### src/rtl/uart_tx_fifo.sv
// UART transmitter with a small transmit FIFO in front of the framing FSM.
// Frames are start, data LSB first, optional parity, then 1 or 2 stop bits.
//
// Ports:
//   CLK, RST        clock; asynchronous active-high reset
//   P_DATA          parallel word, written when Data_Valid and ready
//   parity_enable   1 = insert parity bit
//   parity_type     0 = even, 1 = odd
//   stop_bits_2     0 = one stop bit, 1 = two stop bits
//   prescale        each bit lasts prescale+1 CLK cycles
//   S_DATA          registered serial line, idles high
//   busy            frame in progress or FIFO not empty
//   ready           FIFO has a free entry
//   fifo_count      occupied FIFO entries
module uart_tx_fifo #(
    parameter int DATA_WIDTH     = 8,
    parameter int FIFO_DEPTH     = 4,
    parameter int PRESCALE_WIDTH = 8
) (
    input  logic                          CLK,
    input  logic                          RST,
    input  logic [DATA_WIDTH-1:0]         P_DATA,
    input  logic                          Data_Valid,
    input  logic                          parity_enable,
    input  logic                          parity_type,
    input  logic                          stop_bits_2,
    input  logic [PRESCALE_WIDTH-1:0]     prescale,
    output logic                          S_DATA,
    output logic                          busy,
    output logic                          ready,
    output logic [$clog2(FIFO_DEPTH):0]   fifo_count
);

    localparam int AW = $clog2(FIFO_DEPTH);
    localparam int BW = $clog2(DATA_WIDTH);

    localparam logic [AW:0]               FULL_CNT = (AW+1)'(FIFO_DEPTH);
    localparam logic [BW-1:0]             LAST_BIT = BW'(DATA_WIDTH - 1);
    localparam logic [BW-1:0]             ONE_B    = BW'(1);
    localparam logic [PRESCALE_WIDTH-1:0] ONE_T    = PRESCALE_WIDTH'(1);
    localparam logic [AW-1:0]             ONE_P    = AW'(1);

    typedef enum logic [2:0] {
        IDLE,
        START,
        DATA,
        PARITY,
        STOP
    } state_t;

    // FIFO storage and pointers
    logic [DATA_WIDTH-1:0] mem [FIFO_DEPTH];
    logic [AW-1:0]         wr_ptr;
    logic [AW-1:0]         rd_ptr;
    logic                  push;
    logic                  pop;
    logic [DATA_WIDTH-1:0] head;

    // Frame registers, captured when the head word is popped
    logic [DATA_WIDTH-1:0]     f_shift;
    logic                      f_pe;
    logic                      f_par;
    logic                      f_s2;
    logic [PRESCALE_WIDTH-1:0] f_ps;

    // FSM state and counters
    state_t                    state;
    state_t                    state_n;
    logic [PRESCALE_WIDTH-1:0] tick;
    logic [PRESCALE_WIDTH-1:0] tick_n;
    logic [BW-1:0]             bit_idx;
    logic [BW-1:0]             bit_n;
    logic                      stop_idx;
    logic                      stop_n;
    logic                      sdata_n;
    logic                      shift_en;
    logic                      bit_done;

    assign ready = (fifo_count < FULL_CNT);
    assign push  = Data_Valid & ready;
    assign head  = mem[rd_ptr];
    assign busy  = (state != IDLE) || (fifo_count != '0);

    always_ff @(posedge CLK) begin
        if (push) begin
            mem[wr_ptr] <= P_DATA;
        end
    end

    // Pointers wrap naturally because FIFO_DEPTH is a power of two.
    always_ff @(posedge CLK or posedge RST) begin
        if (RST) begin
            wr_ptr     <= '0;
            rd_ptr     <= '0;
            fifo_count <= '0;
        end else begin
            if (push) begin
                wr_ptr <= wr_ptr + ONE_P;
            end
            if (pop) begin
                rd_ptr <= rd_ptr + ONE_P;
            end
            fifo_count <= fifo_count + (AW+1)'(push) - (AW+1)'(pop);
        end
    end

    always_comb begin
        state_n  = state;
        tick_n   = tick;
        bit_n    = bit_idx;
        stop_n   = stop_idx;
        sdata_n  = S_DATA;
        pop      = 1'b0;
        shift_en = 1'b0;
        bit_done = (tick == '0);
        unique case (state)
            IDLE: begin
                if (fifo_count != '0) begin
                    pop     = 1'b1;
                    state_n = START;
                    tick_n  = prescale;
                    sdata_n = 1'b0;
                end
            end
            START: begin
                if (bit_done) begin
                    state_n = DATA;
                    tick_n  = f_ps;
                    bit_n   = '0;
                    sdata_n = f_shift[0];
                end else begin
                    tick_n = tick - ONE_T;
                end
            end
            DATA: begin
                if (bit_done) begin
                    tick_n = f_ps;
                    if (bit_idx == LAST_BIT) begin
                        bit_n = '0;
                        if (f_pe) begin
                            state_n = PARITY;
                            sdata_n = f_par;
                        end else begin
                            state_n = STOP;
                            stop_n  = 1'b0;
                            sdata_n = 1'b1;
                        end
                    end else begin
                        bit_n    = bit_idx + ONE_B;
                        shift_en = 1'b1;
                        // next data bit is the one behind the current LSB
                        sdata_n  = f_shift[1];
                    end
                end else begin
                    tick_n = tick - ONE_T;
                end
            end
            PARITY: begin
                if (bit_done) begin
                    state_n = STOP;
                    tick_n  = f_ps;
                    stop_n  = 1'b0;
                    sdata_n = 1'b1;
                end else begin
                    tick_n = tick - ONE_T;
                end
            end
            STOP: begin
                if (bit_done) begin
                    if (f_s2 && !stop_idx) begin
                        stop_n = 1'b1;
                        tick_n = f_ps;
                    end else if (fifo_count != '0) begin
                        // back-to-back: next start bit with no idle gap
                        pop     = 1'b1;
                        state_n = START;
                        tick_n  = prescale;
                        sdata_n = 1'b0;
                    end else begin
                        state_n = IDLE;
                        sdata_n = 1'b1;
                    end
                end else begin
                    tick_n = tick - ONE_T;
                end
            end
            default: begin
                state_n = IDLE;
                sdata_n = 1'b1;
            end
        endcase
    end

    always_ff @(posedge CLK or posedge RST) begin
        if (RST) begin
            state    <= IDLE;
            tick     <= '0;
            bit_idx  <= '0;
            stop_idx <= 1'b0;
            S_DATA   <= 1'b1;
        end else begin
            state    <= state_n;
            tick     <= tick_n;
            bit_idx  <= bit_n;
            stop_idx <= stop_n;
            S_DATA   <= sdata_n;
        end
    end

    always_ff @(posedge CLK or posedge RST) begin
        if (RST) begin
            f_shift <= '0;
            f_pe    <= 1'b0;
            f_par   <= 1'b0;
            f_s2    <= 1'b0;
            f_ps    <= '0;
        end else if (pop) begin
            f_shift <= head;
            f_pe    <= parity_enable;
            f_par   <= (^head) ^ parity_type;
            f_s2    <= stop_bits_2;
            f_ps    <= prescale;
        end else if (shift_en) begin
            f_shift <= f_shift >> 1;
        end
    end

endmodule
### config.mk
export PLATFORM = sky130hd
export DESIGN_NAME = uart_tx_fifo
export DESIGN_NICKNAME = d
export VERILOG_FILES = /design/src/rtl/uart_tx_fifo.sv
export SDC_FILE = /design/constraint.sdc
export NUM_CORES = 1
export LEC_CHECK = 0
export CORE_ASPECT_RATIO = 1.2
export CORE_MARGIN = 5
export CORE_UTILIZATION = 35
export DETAILED_ROUTE_END_ITERATION = 6
export REMOVE_ABC_BUFFERS = 1
export SETUP_SLACK_MARGIN = 0.02
export SYNTH_ARGS = -nofsm -noshare
export SYNTH_HDL_FRONTEND = slang
export SYNTH_SLANG_ARGS = --single-unit
### constraint.sdc
create_clock -name CLK -period 3.8 [get_ports CLK]
set_clock_uncertainty 0.15 [all_clocks]
set_input_delay 1.14 -clock CLK [delete_from_list [all_inputs] [get_ports CLK]]
set_output_delay 1.14 -clock CLK [all_outputs]
set_load 0.01 [all_outputs]
======== Word-level counts from Yosys, hierarchy flattened ========
Memory sizes are Yosys's and may differ from the RTL's.
Cells that the tools add are included.
cells by class
  $lt $le $gt $ge ......................... 1
  bitwise gates (word level) .............. 2
  multiplexer cells ....................... 47
  reductions and logical operators ........ 17
  eq/ne operators ......................... 14
  $add $sub $neg .......................... 6
operator list
  kind                                                  number
  2-to-1 mux 8 bit                                      6
  2-to-1 mux 3 bit                                      11
  2-to-1 mux 1 bit                                      24
  case mux 8 bit (3 select lines)                       1
  inequality test 2 bit (second input constant)         9
  case mux 3 bit (5 select lines)                       1
  AND reduction 7 bit                                   2
  nonzero test 3 bit                                    4
  zero test 8 bit                                       1
  XOR reduction 8 bit                                   1
  subtractor 8 x 1 -> 8 bit (second input constant)     1
  equality test 3 x 2 -> 1 bit (second input constant)  2
  equality test 3 bit (second input constant)           2
  case mux 3 bit (2 select lines)                       1
  AND reduction 6 bit                                   1
  case mux 1 bit (5 select lines)                       1
  adder 2 x 1 -> 2 bit (second input constant)          2
  nonzero test 2 bit                                    2
  adder 3 x 1 -> 3 bit                                  1
  adder 3 x 1 -> 3 bit (second input constant)          1
  equality test 3 x 1 -> 1 bit (second input constant)  1
  zero test 3 bit                                       1
  less-than comparator 3 bit (second input constant)    1
  case mux 1 bit (3 select lines)                       1
  9 further kinds                                       9
storage, ports and cells
  memories kept ........................... 1
  output and inout bits ................... 6
  flip-flop bits (word level) ............. 42
  memory bits (writable) .................. 32
  word-level logic and storage cells ...... 101
  input bits .............................. 22
memory list
  memory  depth  width  read ports  clocked after memory_dff  write ports  RTL line  RTL
  mem     4      8      1           0                         1            52        logic [DATA_WIDTH-1:0] mem [FIFO_DEPTH];

======== Longest topological paths before layout ========
  depth in word-level cells ............... 6
  gate-level depth with buffers ........... 11

======== Worst setup path before layout ========
Ideal clock, no wire load.
  path type ............................... register to register
  start point ............................. register tick[0]
  end point ............................... register fifo_count[2]
  period minus slack after synthesis ...... 2.790 ns
  stages on the path, launching flop included .. 12
  data arrival time ....................... 2.512 ns
  path slack .............................. 1.010 ns
  library setup time ...................... 0.127 ns
  data required time ...................... 3.523 ns
  buffers on the path ..................... 0
  cells stage by stage .................... dfrtp_1 inv_1 ha_1 nor4b_4 nand3_1 a211o_1 xnor2_1 ha_1 inv_1 fa_1 xnor2_1 xnor2_1
on the way
  longest elaborated chain between the ends .. 4
RTL lines
  item                             RTL line  RTL
  start, declared                  69        logic [PRESCALE_WIDTH-1:0] tick;
  start signal, assigned           203       tick <= tick_n;
  zero test 8 bit                  115       bit_done = (tick == '0);
  2-to-1 mux 1 bit                 169       if (bit_done) begin
  case mux 1 bit (2 select lines)  116       unique case (state)
  subtractor 3 x 1 -> 3 bit        103       fifo_count <= fifo_count + (AW+1)'(push) - (AW+1)'(pop);
  end signal, assigned             103
  end, declared                    31        output logic [$clog2(FIFO_DEPTH):0] fifo_count
Every way passes these cells.
A chain may end at the register's enable or synchronous reset.

======== Worst setup path in the final report ========
  start point ............................. register state[0]
  end point ............................... output busy
on the way
  longest elaborated chain between the ends .. 2
RTL lines
  item                    RTL line  RTL
  start, declared         67        state_t state;
  start signal, assigned  202       state <= state_n;
  nonzero test 3 bit      82        assign busy = (state != IDLE) || (fifo_count != '0);
  logical OR 1 bit        82
  end, declared           29        output logic busy,
Every way passes these cells.

==> metrics <==
YS warnings 0; CORE AREA 10,500 µm²; final worst-path cycle share 0.857; GRT overflow 0; final core utilization 0.425; antenna viol nets, final 0; Tightest Pin Transition 0.579 ns; clock latency on the worst-skew pair 0.33 ns; Cells after DPL 474; Initial Util 0.355; total number of vias 2,605; antenna violations before repair 0; Site Rows 41; kind of critical path reg2out; number of max-cap violations 0; status finished clean; RSZ-0062 raised after global routing no; Max stage delay on crit path 0.64 ns; Die H 123 µm; Hold Fails Final Rpt 0; post-CTS setup buffer count 0; clk slew on worst S/H paths 0.06 ns; TritonCTS clock tree done; CP bufs+invs 2; Syn Inst Count 324; synthesized area per cell 11.5 µm²; I/O pins 28; fin nets 388; Post-synth ARST share 0.568; most common cell after layout, fill and taps aside nand2_1; post-synth cell types 55; FF+latch count, synth 74; most frequent cells in the layout nand2_1 (51), dfrtp_1 (41), edfxtp_1 (32), clkdlybuf4s50_1 (27), o21ai_0 (26); Post-synth EDFFs 32; crit end category primary output; share of cells above drive strength 1 0.108; drt initial violations 124; global-route usage over all layers 0.126; port bufs 27; CP delay by family, top buffers and inverters; CP max FO 15; drt wl/cell 15.8 µm; GPL Wtd Cong 0.820; CTS Hold Bufs 0; vias in the first global route 2,687; slowest CP cell dfrtp_1; Rel. slew slack 0.611; Synth Cell Area 3720 µm²; HP Class reg2reg; post-cts repair resize count 0; Final Setup Violations 0; Req. time, crit path 2.51 ns; final wirelength 7720 µm; Post-Layout Cell Count 490; TritonCTS Buffers 9; Diodes inserted 0; routed vias/inst 5.32; die width 104 µm; Fmax 0.307 GHz; clock sinks 74; startpoint class of the critical path flop; aggregate negative setup slack 0 ns; crit path time final 3.26 ns; Main synth FF type dfrtp_1; Final Slew Violations 0; first-pass GRT wire length 13,000 µm; pwr dens 888 nW/µm²; CTS H-tree lvls 3; LEAKAGE 0.00177 µW; die footprint 12,800 µm²; area delta synth->final 19.5%; peak supply drop 352 µV; Max clock buf depth 2; Initial DRT Pass Iterations 4; clk root buf clkbuf_16; DRC 0; register area share after synthesis 0.541; DP HPWL 5380 µm; worst path arrival time 1.97 ns; critical path, cell by cell nor3_1 > buf_4 > nand2_1 > clkdlybuf4s50_1; largest net degree at the start of global routing 30
[final cells by class]
class	instances	area [µm²]
fill	991	6020
sequential	74	2010
multi-input combinational	221	1590
timing repair buffer	35	330
clock buffer	9	225
tap	129	161
clock inverter	7	68.8
inverter	15	56.3
[kinds of logic (layout without fill, tap and decap cells)]
logic type	Yosys count	in the layout	share of synthesized area
DFF	74	74	0.541
and+or+nand+nor	102	102	0.133
buffers and inverters	29	66	0.0330
muxes	22	22	0.0915
xor gates and xnor gates	16	16	0.0434
adders and majority gates	11	11	0.0384
AOI/OAI and AO/OA	70	70	0.120
[cell usage after synthesis, types with 2 or more instances]
cell type / number / area share
nand2_1: 51 / 0.051
dfrtp_1: 41 / 0.28
edfxtp_1: 32 / 0.26
o21ai_0: 26 / 0.035
inv_1: 15 / 0.015
nor2_1: 14 / 0.014
xnor2_1: 13 / 0.031
a21oi_1: 10 / 0.013
mux2i_1: 10 / 0.027
ha_1: 9 / 0.030
nand3_1: 8 / 0.011
nor3_1: 8 / 0.011
clkbuf_1: 7 / 0.0071
o31ai_1: 5 / 0.010
a22oi_1: 4 / 0.0081
and2_1: 4 / 0.0067
buf_2: 4 / 0.0054
mux2_2: 4 / 0.012
mux4_1: 4 / 0.028
mux4_2: 4 / 0.024
a221oi_1: 3 / 0.0071
o22ai_1: 3 / 0.0050
o2bb2ai_1: 3 / 0.0071
or3_1: 3 / 0.0050
a21o_1: 2 / 0.0040
nand2b_1: 2 / 0.0034
nor3b_1: 2 / 0.0040
nor4b_1: 2 / 0.0047
o211ai_1: 2 / 0.0040
o21a_1: 2 / 0.0040
o21ai_1: 2 / 0.0027
or4_1: 2 / 0.0040
[stage by stage]
step                      instance area [µm²]  power (µW)  hold WS (ns)  setup WS [ns]
final                                    4440        3940         0.328          0.544
after global routing                     4440        4250         0.344          0.417
after CTS                                4440        3990         0.331          0.566
after detailed placement                 4150        3130         0.314          0.648
after global placement                   4150        3100         0.312          0.683
after floorplan                          3650        2600         0.296          0.720
[per-layer routing]
metal,track usage,vias to the layer above,routed length [µm]
met3,0.0235,22,355
met1,0.152,1254,3260
met2,0.215,86,3870
met4,0.0713,0,233
met5,0,-,0
li1,-,1243,-
[power by group]
part / internal (µW) / switching (µW) / leakage [µW] / total [µW]
registers: 1120 / 273 / 0.000807 / 1390
clock network: 507 / 337 / 0.000142 / 844
logic: 828 / 881 / 0.000826 / 1710
[state kept, by name, indices dropped and copies added, names as in the netlist]
| register | cells |
|---|---|
| f_ps | 8 |
| S_DATA | 1 |
| state | 3 |
| tick | 8 |
| f_pe | 1 |
| bit_idx | 3 |
| f_s2 | 1 |
| f_par | 1 |
| wr_ptr | 2 |
| rd_ptr | 2 |
| stop_idx | 1 |
| f_shift | 8 |
| fifo_count | 3 |
| mem | 32 |
[worst min-delay path, stage by stage, from the launching register on]
cell	delay (ns)
dfrtp_1	0.34
nand2_1	0.05
nand2_1	0.06
[path summary, 6_finish.rpt]
check,from,end,slack (ns),cells past startpoint
min,f_ps[4],f_ps[4],0.33,2
max reg2reg,tick[0],fifo_count[2],0.77,11
min reg2reg,f_ps[4],f_ps[4],0.33,2
min in group asynchronous,RST,f_ps[5],0.94,2
max,state[0],busy,0.54,4
max in group asynchronous,RST,S_DATA,1.79,3
Note: power is estimated with default switching activity, not from simulation.
